### src/rtl/conway_frame_serializer.sv
// Snapshots the Conway board on request and streams it out one row per valid/ready beat.
// Optional live-cell popcount: define CONWAY_SERIALIZER_POPCOUNT_EN.
module conway_frame_serializer #(
  parameter int ROWS = 8,
  parameter int COLS = 8
) (
  input  logic                             clk,
  input  logic                             rst,
  input  logic [ROWS*COLS-1:0]             cells_in,
  input  logic                             frame_req,
  output logic                             out_valid,
  input  logic                             out_ready,
  output logic [COLS-1:0]                  out_data,
  output logic [$clog2(ROWS)-1:0]          out_row,
  output logic                             out_last,
  output logic                             busy,
  output logic                             frame_done,
  output logic [7:0]                       frame_count,
  output logic [$clog2(ROWS*COLS+1)-1:0]   live_count
);

  localparam int RW = $clog2(ROWS);
  localparam int LW = $clog2(ROWS*COLS+1);
  localparam logic [RW-1:0] LAST_ROW = RW'(ROWS-1);

  typedef enum logic {S_IDLE, S_SEND} state_t;

  state_t                r_state;
  state_t                w_next;
  logic                  w_start;
  logic                  w_accept;
  logic                  w_end;
  logic [RW-1:0]         w_ptr_inc;
  logic [ROWS*COLS-1:0]  r_snap;
  logic [RW-1:0]         r_ptr;
  logic [COLS-1:0]       r_out_data;
  logic                  r_out_last;
  logic                  r_done;
  logic [7:0]            r_fcount;

  function automatic logic [COLS-1:0] row_of(input logic [ROWS*COLS-1:0] b,
                                             input logic [RW-1:0] r);
    return b[int'(r)*COLS +: COLS];
  endfunction

  always_ff @(posedge clk) begin
    if (rst) r_state <= S_IDLE;
    else     r_state <= w_next;
  end

  always_comb begin
    w_next   = r_state;
    w_start  = 1'b0;
    w_accept = 1'b0;
    case (r_state)
      S_IDLE: begin
        if (frame_req) begin
          w_start = 1'b1;
          w_next  = S_SEND;
        end
      end
      S_SEND: begin
        if (out_ready) begin
          w_accept = 1'b1;
          if (r_ptr == LAST_ROW) w_next = S_IDLE;
        end
      end
      default: w_next = S_IDLE;
    endcase
  end

  assign w_end     = w_accept && (r_ptr == LAST_ROW);
  assign w_ptr_inc = r_ptr + RW'(1);

  // Output beat registers: the next row is preloaded at the accepting edge so
  // nothing downstream sees a path from out_ready.
  always_ff @(posedge clk) begin
    if (rst) begin
      r_snap     <= '0;
      r_ptr      <= '0;
      r_out_data <= '0;
      r_out_last <= 1'b0;
      r_done     <= 1'b0;
      r_fcount   <= '0;
    end else begin
      r_done <= w_end;
      if (w_start) begin
        r_snap     <= cells_in;
        r_ptr      <= '0;
        r_out_data <= row_of(cells_in, '0);
        r_out_last <= 1'b0;
      end else if (w_end) begin
        r_ptr      <= '0;
        r_out_data <= '0;
        r_out_last <= 1'b0;
        r_fcount   <= r_fcount + 8'd1;
      end else if (w_accept) begin
        r_ptr      <= w_ptr_inc;
        r_out_data <= row_of(r_snap, w_ptr_inc);
        r_out_last <= (w_ptr_inc == LAST_ROW);
      end
    end
  end

`ifdef CONWAY_SERIALIZER_POPCOUNT_EN
  logic [LW-1:0] r_acc;
  logic [LW-1:0] r_live;

  function automatic logic [LW-1:0] popcnt(input logic [COLS-1:0] v);
    logic [LW-1:0] n;
    n = '0;
    for (int i = 0; i < COLS; i++) n = n + LW'(v[i]);
    return n;
  endfunction

  // Total is published only on a completed frame; an aborted frame leaves it alone.
  always_ff @(posedge clk) begin
    if (rst) begin
      r_acc  <= '0;
      r_live <= '0;
    end else if (w_start) begin
      r_acc <= '0;
    end else if (w_end) begin
      r_live <= r_acc + popcnt(r_out_data);
    end else if (w_accept) begin
      r_acc <= r_acc + popcnt(r_out_data);
    end
  end

  assign live_count = r_live;
`else
  assign live_count = '0;
`endif

  assign out_valid   = (r_state == S_SEND);
  assign busy        = (r_state == S_SEND);
  assign out_data    = r_out_data;
  assign out_row     = r_ptr;
  assign out_last    = r_out_last;
  assign frame_done  = r_done;
  assign frame_count = r_fcount;

endmodule

### config.mk
export PLATFORM = sky130hd
export DESIGN_NAME = conway_frame_serializer
export DESIGN_NICKNAME = d
export VERILOG_FILES = /design/src/rtl/conway_frame_serializer.sv
export SDC_FILE = /design/constraint.sdc
export NUM_CORES = 1
export LEC_CHECK = 0
export BUFFER_PORTS_ARGS = -buffer_cell sky130_fd_sc_hd__buf_2
export CAP_MARGIN = 20
export CORE_MARGIN = 2
export CORE_UTILIZATION = 40
export DETAILED_ROUTE_END_ITERATION = 10
export REMOVE_ABC_BUFFERS = 1
export SKIP_CTS_REPAIR_TIMING = 1
export SLEW_MARGIN = 10
export SYNTH_ARGS = -nofsm -noshare
export SYNTH_HDL_FRONTEND = slang
export SYNTH_SLANG_ARGS = --single-unit
export TNS_END_PERCENT = 1
### constraint.sdc
create_clock -name clk -period 4.9 [get_ports clk]
set_input_delay 1.225 -clock clk [delete_from_list [all_inputs] [get_ports clk]]
set_output_delay 1.225 -clock clk [all_outputs]
set_load 0.005 [all_outputs]
* Word-level counts from Yosys, hierarchy flattened
Index checks and enable logic that the tools add are counted.
** Storage, ports and cells
- Register bits after elaboration :: 86
- Input bits :: 68
- Output and inout bits :: 30
- Word-level logic and storage cells :: 28
** Operators by class
- Add/sub/neg operators :: 2
- Eq/ne operators :: 2
- Shift-type cells :: 1
- Mux-type cells :: 10
- Bitwise logic cells :: 2
- Reduce and logical (&&, ||, !) cells :: 4
** Operators with widths (count)
- $shiftx 64x7->8 :: 1
- $mux 8 :: 3
- $add 8x1->8 const B :: 1
- $eq 3x3->1 const B :: 2
- $mux 1 :: 6
- $add 3x1->3 const B :: 1
- $reduce_bool 3->1 :: 1
- $reduce_or 3->1 :: 1
- $not 1->1 :: 2
- $pmux 1 s2 :: 1
- $reduce_and 2->1 :: 1
- $logic_and 1x1->1 :: 1

* Logic depth before layout (Yosys ltp)
Gate-level depths: netlist of run 1.
- Word-level depth :: 5
- Mapped depth :: 9
- Depth with buffers taken out :: 5

* Worst setup path before layout of run 1
No wires, ideal clock.
- Path kind :: input to register
- Start :: input port out_ready
- End :: register r_fcount[6], in the netlist frame_count[6]
- Setup time :: 0.123 ns
- Arrival :: 2.124 ns
- Setup slack :: 2.652 ns
- Cell stages on the path :: 4
- Path buffers :: 1
- Cells stage by stage :: buf_2 nand4_4 nor4_1 mux2_1
** On the way
- Word-level cells in the longest chain between the ends :: 4
** RTL lines
- from (decl) :: line 12 : input logic out_ready,
- $mux 1 :: line 63 : if (out_ready) begin
- $mux 1 :: line 55 : case (r_state)
- $logic_and 1x1->1 :: line 72 : assign w_end = w_accept && (r_ptr == LAST_ROW);
- $reduce_and 2->1 (no line)
- to (signal assigned) :: line 96 : r_fcount <= r_fcount + 8'd1;
- to (decl) :: line 39 : logic [7:0] r_fcount;
No other way between the ends.
A chain may end at the register's enable or synchronous reset.

* Worst setup path after layout of run 1
- Start :: register r_ptr[0], in the netlist out_row[0]
- End :: output port out_row[0]
** RTL lines
- from (decl) :: line 35 : logic [RW-1:0] r_ptr;
- from (signal assigned) :: line 98 : r_ptr <= w_ptr_inc;
- to (decl) :: line 14 : output logic [$clog2(ROWS)-1:0] out_row,
No word-level cell between the ends.

==> impl_metrics.toml, run 1 <==
[clock_network]
clkTransAtPathRegs_ns = 0.09
numClockSinks = 86
root_buffer = "clkbuf_8"
cts_tree = "done"
cts_made_buffers = 9
clk_latency_ns = 0.35
cts_buffer_depth = 2
h-tree-depth = 3

[route]
via_per_inst = 5.15
wl_per_cell_um = 14.3
dr.first_iter.drc_count = 100
postRouteAntennaNets = 0
routed_wl_um = 8860
vias = 3181
top_layer_used = "met4"
met1Wirelength_um = 4090
drc = 0
dr_wl_met3_um = 438
first_pass_iters = 4
route.met2.wl_um = 4170

[timing]
drv_slew = 0
grt_setup_unrepaired = "no"
holdWs_ns = 0.452
hold_violations = 0
relSlewSlack_pct = 35.2
setup_violations = 0
period_share_pct = 49.5
finalCriticalPeriod_ns = 2.42
tightest_slew_ns = 0.945
fin_skew_ns = 0.0125
fmax_mhz = 413
tns_ns = 0

[power]
power_switching_uw = 376
p_per_area_nw_per_um2 = 322
p_comb_share_pct = 11.4
swShare_pct = 26.4
leakagePower_uw = 0.00186
internal-power_uw = 1050
ir_worst_vdd_uv = 162
clockPowerShare_pct = 35.7
seqPwrFrac_pct = 52.9

[global_route]
overflow = 0
grt_max_degree = 86
antenna_found_initial = 0
grt_pass1_wl_um = 14300
grt_usage_pct = 17.7
grt_pass1_vias = 3054

[layout]
finalNonFillerCells = 618
fill_cells = 919
final_nets = 574
syn_to_final_growth_pct = 16.6
multi_input_area_um2 = 1820
layout-drive-gt1-share_pct = 24.1
final-seq-area_um2 = 1720
antenna_cells = 0

[yosys]
synth_edf_count = 0
yosysTopAreaCell = "dfxtp_1"
synth_commonest_cells = "nand2_1 (132), dfxtp_1 (86), a21oi_1 (70)"
synth-main-ff-cell = "dfxtp_1"
syn_area_um2 = 3790
syn_inst = 432
synth.top_cell.area_share_pct = 45.4
async_flop_share_pct = 0
ys_ff_latch = 86
seq_area_frac_synth_pct = 45.4
synth_cell_types = 39
yosys_warnings = 0
avgSynthCellArea_um2 = 8.78
synth_most_common_cell = "nand2_1"
synth.area.top_cells = "dfxtp_1 (45%), nand2_1 (13%), a21oi_1 (9.2%), mux4_1 (5.5%), mux4_2 (4.8%)"

[floorplan]
start_util_pct = 41.2
die_w_um = 101
pin_count = 98
fp.coreArea_um2 = 9200
num_rows = 35
fp.dieArea_um2 = 10300
dieHeight_um = 101

[worst_hold_path]
hp-class = "flip-flop to flip-flop"

[critical_path]
crit_type = "flip-flop to primary output"
startpoint_type = "flip-flop"
worst_ep_arrival_time_ns = 1.20
endpoint_kind = "primary output"
cp_max_fo = 19
required_ns = 3.67

[placed_design]
port_buffers = 90
dp_hpwl_um = 5950
placedCellCount = 602
gp_congestion = 0.736

[outcome]
status = "finished, final reports clean"

[flow_run]
cap_violations = 0
[worst max-delay path, cell delays in order (launching register included)]
cell     delay, ns
dfxtp_1       0.34
buf_4         0.33
buf_2         0.18
[layout by cell type, fill, tap and decap left out, drive strengths merged, types with 2 or more instances in the layout]
master	n
nand2	132
buf	95
dfxtp	86
a21oi	70
mux4	16
inv	13
nor2	9
clkbuf	9
a22oi	8
o211ai	8
o221ai	8
conb	7
o21ai	4
ha	4
nor2b	4
clkinv	4
nand3	3
or3	3
nand4	3
and3b	2
mux2i	2
nor4	2
mux2	2
xor2	2
[per-stage QoR]
stage               power (uW)  cell area, um^2  utilization, %  setup slack (ns)
floorplan                  855             3580               -             0.727
detailed placement         934             4210            45.8              2.11
global placement           930             4210            45.8              2.14
global route              1490             4420            48.1              2.30
CTS                       1450             4420            48.1              2.42
finish                    1420             4420            48.1              2.48
[sequential cells by signal (all words and copies together) (netlist names)]
signal,flops
busy,1
frame_count,8
frame_done,1
out_data,8
out_last,1
out_row,3
r_snap,64
[worst paths after layout]
| path | endpoint | slack [ns] | depth (start not counted) | start |
|---|---|---|---|---|
| max | out_row[0] | 2.48 | 2 | out_row[0] |
| min | r_snap[47] | 0.45 | 2 | r_snap[47] |
| max reg2reg | out_data[7] | 2.73 | 5 | out_row[0] |
| min reg2reg | r_snap[47] | 0.45 | 2 | r_snap[47] |
[routing by layer]
layer	vias up	track usage (%)
li1	1615	-
met1	1469	23.2
met2	85	29.3
met3	12	2.90
met4	0	7.17
met5	-	0
[cell type report]
cell class / instances / share of cell area, %
clock buffers: 9 / 2.80
clock inverters: 7 / 1.84
inverters: 12 / 1.02
multi-input cells: 298 / 41.2
flip-flops and latches: 86 / 39.0
well taps: 111 / 3.14
repair buffers: 95 / 11.0
[power groups by stage]
stage	logic, uW	clock network [uW]	registers, uW
2_1_floorplan	88.4	0	766
3_3_place_gp	162	0	768
3_5_place_dp	164	0	770
4_1_cts	165	528	753
5_1_grt	184	551	757
6_report	162	509	753
[logic make-up (layout without fill, tap and decap cells)]
| family | after synthesis | in the layout | synth area share, % |
|---|---|---|---|
| DFF | 86 | 86 | 45.4 |
| buffers and inverters | 54 | 123 | 7.43 |
| and+or+nand+nor | 161 | 161 | 17.8 |
| adders and majority gates | 4 | 4 | 1.32 |
| other | 1 | 7 | 0.0989 |
| muxes | 20 | 20 | 11.4 |
| AOI/OAI and AO/OA | 103 | 103 | 15.9 |
| xor gates and xnor gates | 3 | 3 | 0.693 |
Note: power is estimated with default switching activity, not from simulation.
==> run 2: changes to the inputs <==
ABC_AREA = 1   (was unset)
PLACE_DENSITY = 0.65   (was unset)
clock period = 2.2 ns   (was 4.9 ns; I/O delays follow)
==> run 2 against run 1 <==
Combinational power increased to 2.7 times the previous value. Sequential share of layout area decreased by 1.8 points. Synthesized area increased by 2.0%. Die area increased by 1.9%. Global-route usage increased by 1.5 points. Clock power increased by 140%. Critical path type is now flip-flop to flip-flop. Largest cell class is now registers.
==> impl_metrics.toml, run 2 <==
[power]
ir_worst_vdd_uv = 313
internal-power_uw = 2480
total_power_uw = 3380
clockPowerShare_pct = 36.8
leakagePower_uw = 0.00213
swShare_pct = 26.7
p_comb_share_pct = 13.2
p_per_area_nw_per_um2 = 728
power_switching_uw = 901
seqPwrFrac_pct = 50.1

[critical_path]
max_stage_delay_ns = 0.55
rr_worst_depth = 6
endpoint_kind = "flip-flop"
ff2ff_setup_slack_ns = 0.40
crit_type = "flip-flop to flip-flop"
path_cells = "ha_1, inv_1, nand3_1, nand3_1, nand3_1, a21oi_1"
startpoint_type = "flip-flop"
path_common_cell = "nand3_1"
worst_ep_arrival_time_ns = 2.05
cp_slowest_cell = "ha_1"
cp_max_fo = 11
required_ns = 2.45

[global_route]
grt_usage_pct = 19.3
antenna_found_initial = 0
overflow = 0
grt_pass1_vias = 3439
grt_pass1_wl_um = 15800
grt_max_degree = 54

[placed_design]
dp_slack_ns = 0.435
placedCellCount = 743
dp_hpwl_um = 6700
port_buffers = 90
gp_congestion = 0.794
placed_cell_area_um2 = 4420

[timing]
hold_violations = 0
tightest_slew_ns = 0.506
fin_ws_ns = 0.398
fin_skew_ns = 0.00900
relSlewSlack_pct = 66.2
setup_violations = 0
grt_setup_unrepaired = "no"
fmax_mhz = 555
finalCriticalPeriod_ns = 1.80
period_share_pct = 81.9
drv_slew = 0

[yosys]
synth-main-ff-cell = "dfxtp_1"
synth_commonest_cells = "nand2_1 (99), dfxtp_1 (86), inv_1 (73)"
ys_ff_latch = 86
syn_area_um2 = 3870
syn_inst = 548
avgSynthCellArea_um2 = 7.06
yosys_warnings = 0
async_flop_share_pct = 0
yosysTopAreaCell = "dfxtp_1"
seq_area_frac_synth_pct = 44.5
synth_edf_count = 0
synth_most_common_cell = "nand2_1"
synth_cell_types = 24
synth.area.top_cells = "dfxtp_1 (45%), nand2_1 (9.6%), a21oi_1 (8.5%), nand3_1 (7.9%), o21ai_0 (7.6%)"
synth.top_cell.area_share_pct = 44.5

[clock_network]
cts_tree = "done"
root_buffer = "clkbuf_8"
h-tree-depth = 3
numClockSinks = 86
cts_buffer_depth = 2
cts_made_buffers = 9
clkTransAtPathRegs_ns = 0.09
clk_latency_ns = 0.36

[route]
drc = 0
first_pass_iters = 5
vias = 3618
wl_per_cell_um = 12.8
via_per_inst = 4.77
routed_wl_um = 9680
postRouteAntennaNets = 0
dr.first_iter.drc_count = 163

[layout]
fill_cells = 945
final_common_cell = "nand2_1"
largest_reg_flops = 64
antenna_cells = 0
finalNonFillerCells = 759
layout-drive-gt1-share_pct = 20.8
final_cell_mix = "nand2_1 (99), buf_2 (90), dfxtp_1 (86), inv_1 (73), a21oi_1 (66)"
multi_input_area_um2 = 1680
final_nets = 697
registers.top_by_ff_count = "r_snap"
final-seq-area_um2 = 1720
fin_util_pct = 49.7
syn_to_final_growth_pct = 20.0
final_area_um2 = 4640

[floorplan]
die_w_um = 102
start_util_pct = 41.5
pin_count = 98
fp.dieArea_um2 = 10500
fp.coreArea_um2 = 9330
dieHeight_um = 102
num_rows = 35

[flow_run]
cap_violations = 0

[outcome]
status = "finished, final reports clean"

[worst_hold_path]
hold_path_depth = 3
hp-class = "primary input to flip-flop"
## run 2: cell types whose count changed in the layout (fill, tap and decap cells not counted), sizes merged, moves of 16 or more
cell,delta
inv,+64
mux4,-16
nand2,-30
nand3,+60
nor2,+28
o21ai,+55
## run 2: area by class of cell
cell class | instances | share of cell area [%]
sequential | 86 | 37.1
multi-input combinational | 351 | 36.2
inverter | 76 | 6.15
clock buffer | 9 | 2.67
tap | 129 | 3.48
clock inverter | 7 | 2.10
timing repair buffer | 101 | 12.3
## run 2: critical path: cells and delay by family (launching register included)
family,cells,cell delay [ns]
AO/OA/AOI/OAI,1,0.06
AND/OR/NAND/NOR,3,0.38
flip-flops,1,0.38
buffers and inverters,1,0.33
adder cells (fa/ha/maj),1,0.55
## run 2: metal layers
| layer | part of all wire [%] | up-vias | global-route usage [%] |
|---|---|---|---|
| li1 | - | 1900 | - |
| met1 | 46 | 1597 | 25.7 |
| met2 | 46 | 104 | 31.5 |
| met3 | 6.5 | 17 | 3.42 |
| met4 | 1.7 | 0 | 6.87 |
| met5 | 0 | - | 0 |
## run 2: worst paths after layout
| kind | endpoint | start |
|---|---|---|
| setup / recovery | out_data[4] | out_row[1] |
| hold / removal | r_snap[58] | cells_in[58] |
| setup reg to reg | out_data[4] | out_row[1] |
| hold reg to reg | r_snap[37] | r_snap[37] |
## run 2: cell families after synthesis
kind of cell	share of synthesized area, %
buffers and inverters	12.6
other	0.0970
AO/OA/AOI/OAI	17.9
flip-flops	44.5
XOR/XNOR	0.647
adder cells (fa/ha/maj)	1.29
AND/OR/NAND/NOR	22.9
## run 2: metrics by stage
step | hold slack [ns] | TNS [ns]
2_1_floorplan | 0.426 | -4.92
3_3_place_gp | 0.437 | 0
3_5_place_dp | 0.444 | 0
4_1_cts | 0.410 | 0
5_1_grt | 0.417 | 0
6_report | 0.416 | 0
## run 2: power by group through the flow
stage / registers, uW / clock network (uW) / logic, uW
floorplan: 1730 / 0 / 258
detailed placement: 1730 / 0 / 445
global placement: 1720 / 0 / 442
CTS: 1690 / 1260 / 448
finish: 1690 / 1240 / 445
global route: 1700 / 1320 / 510
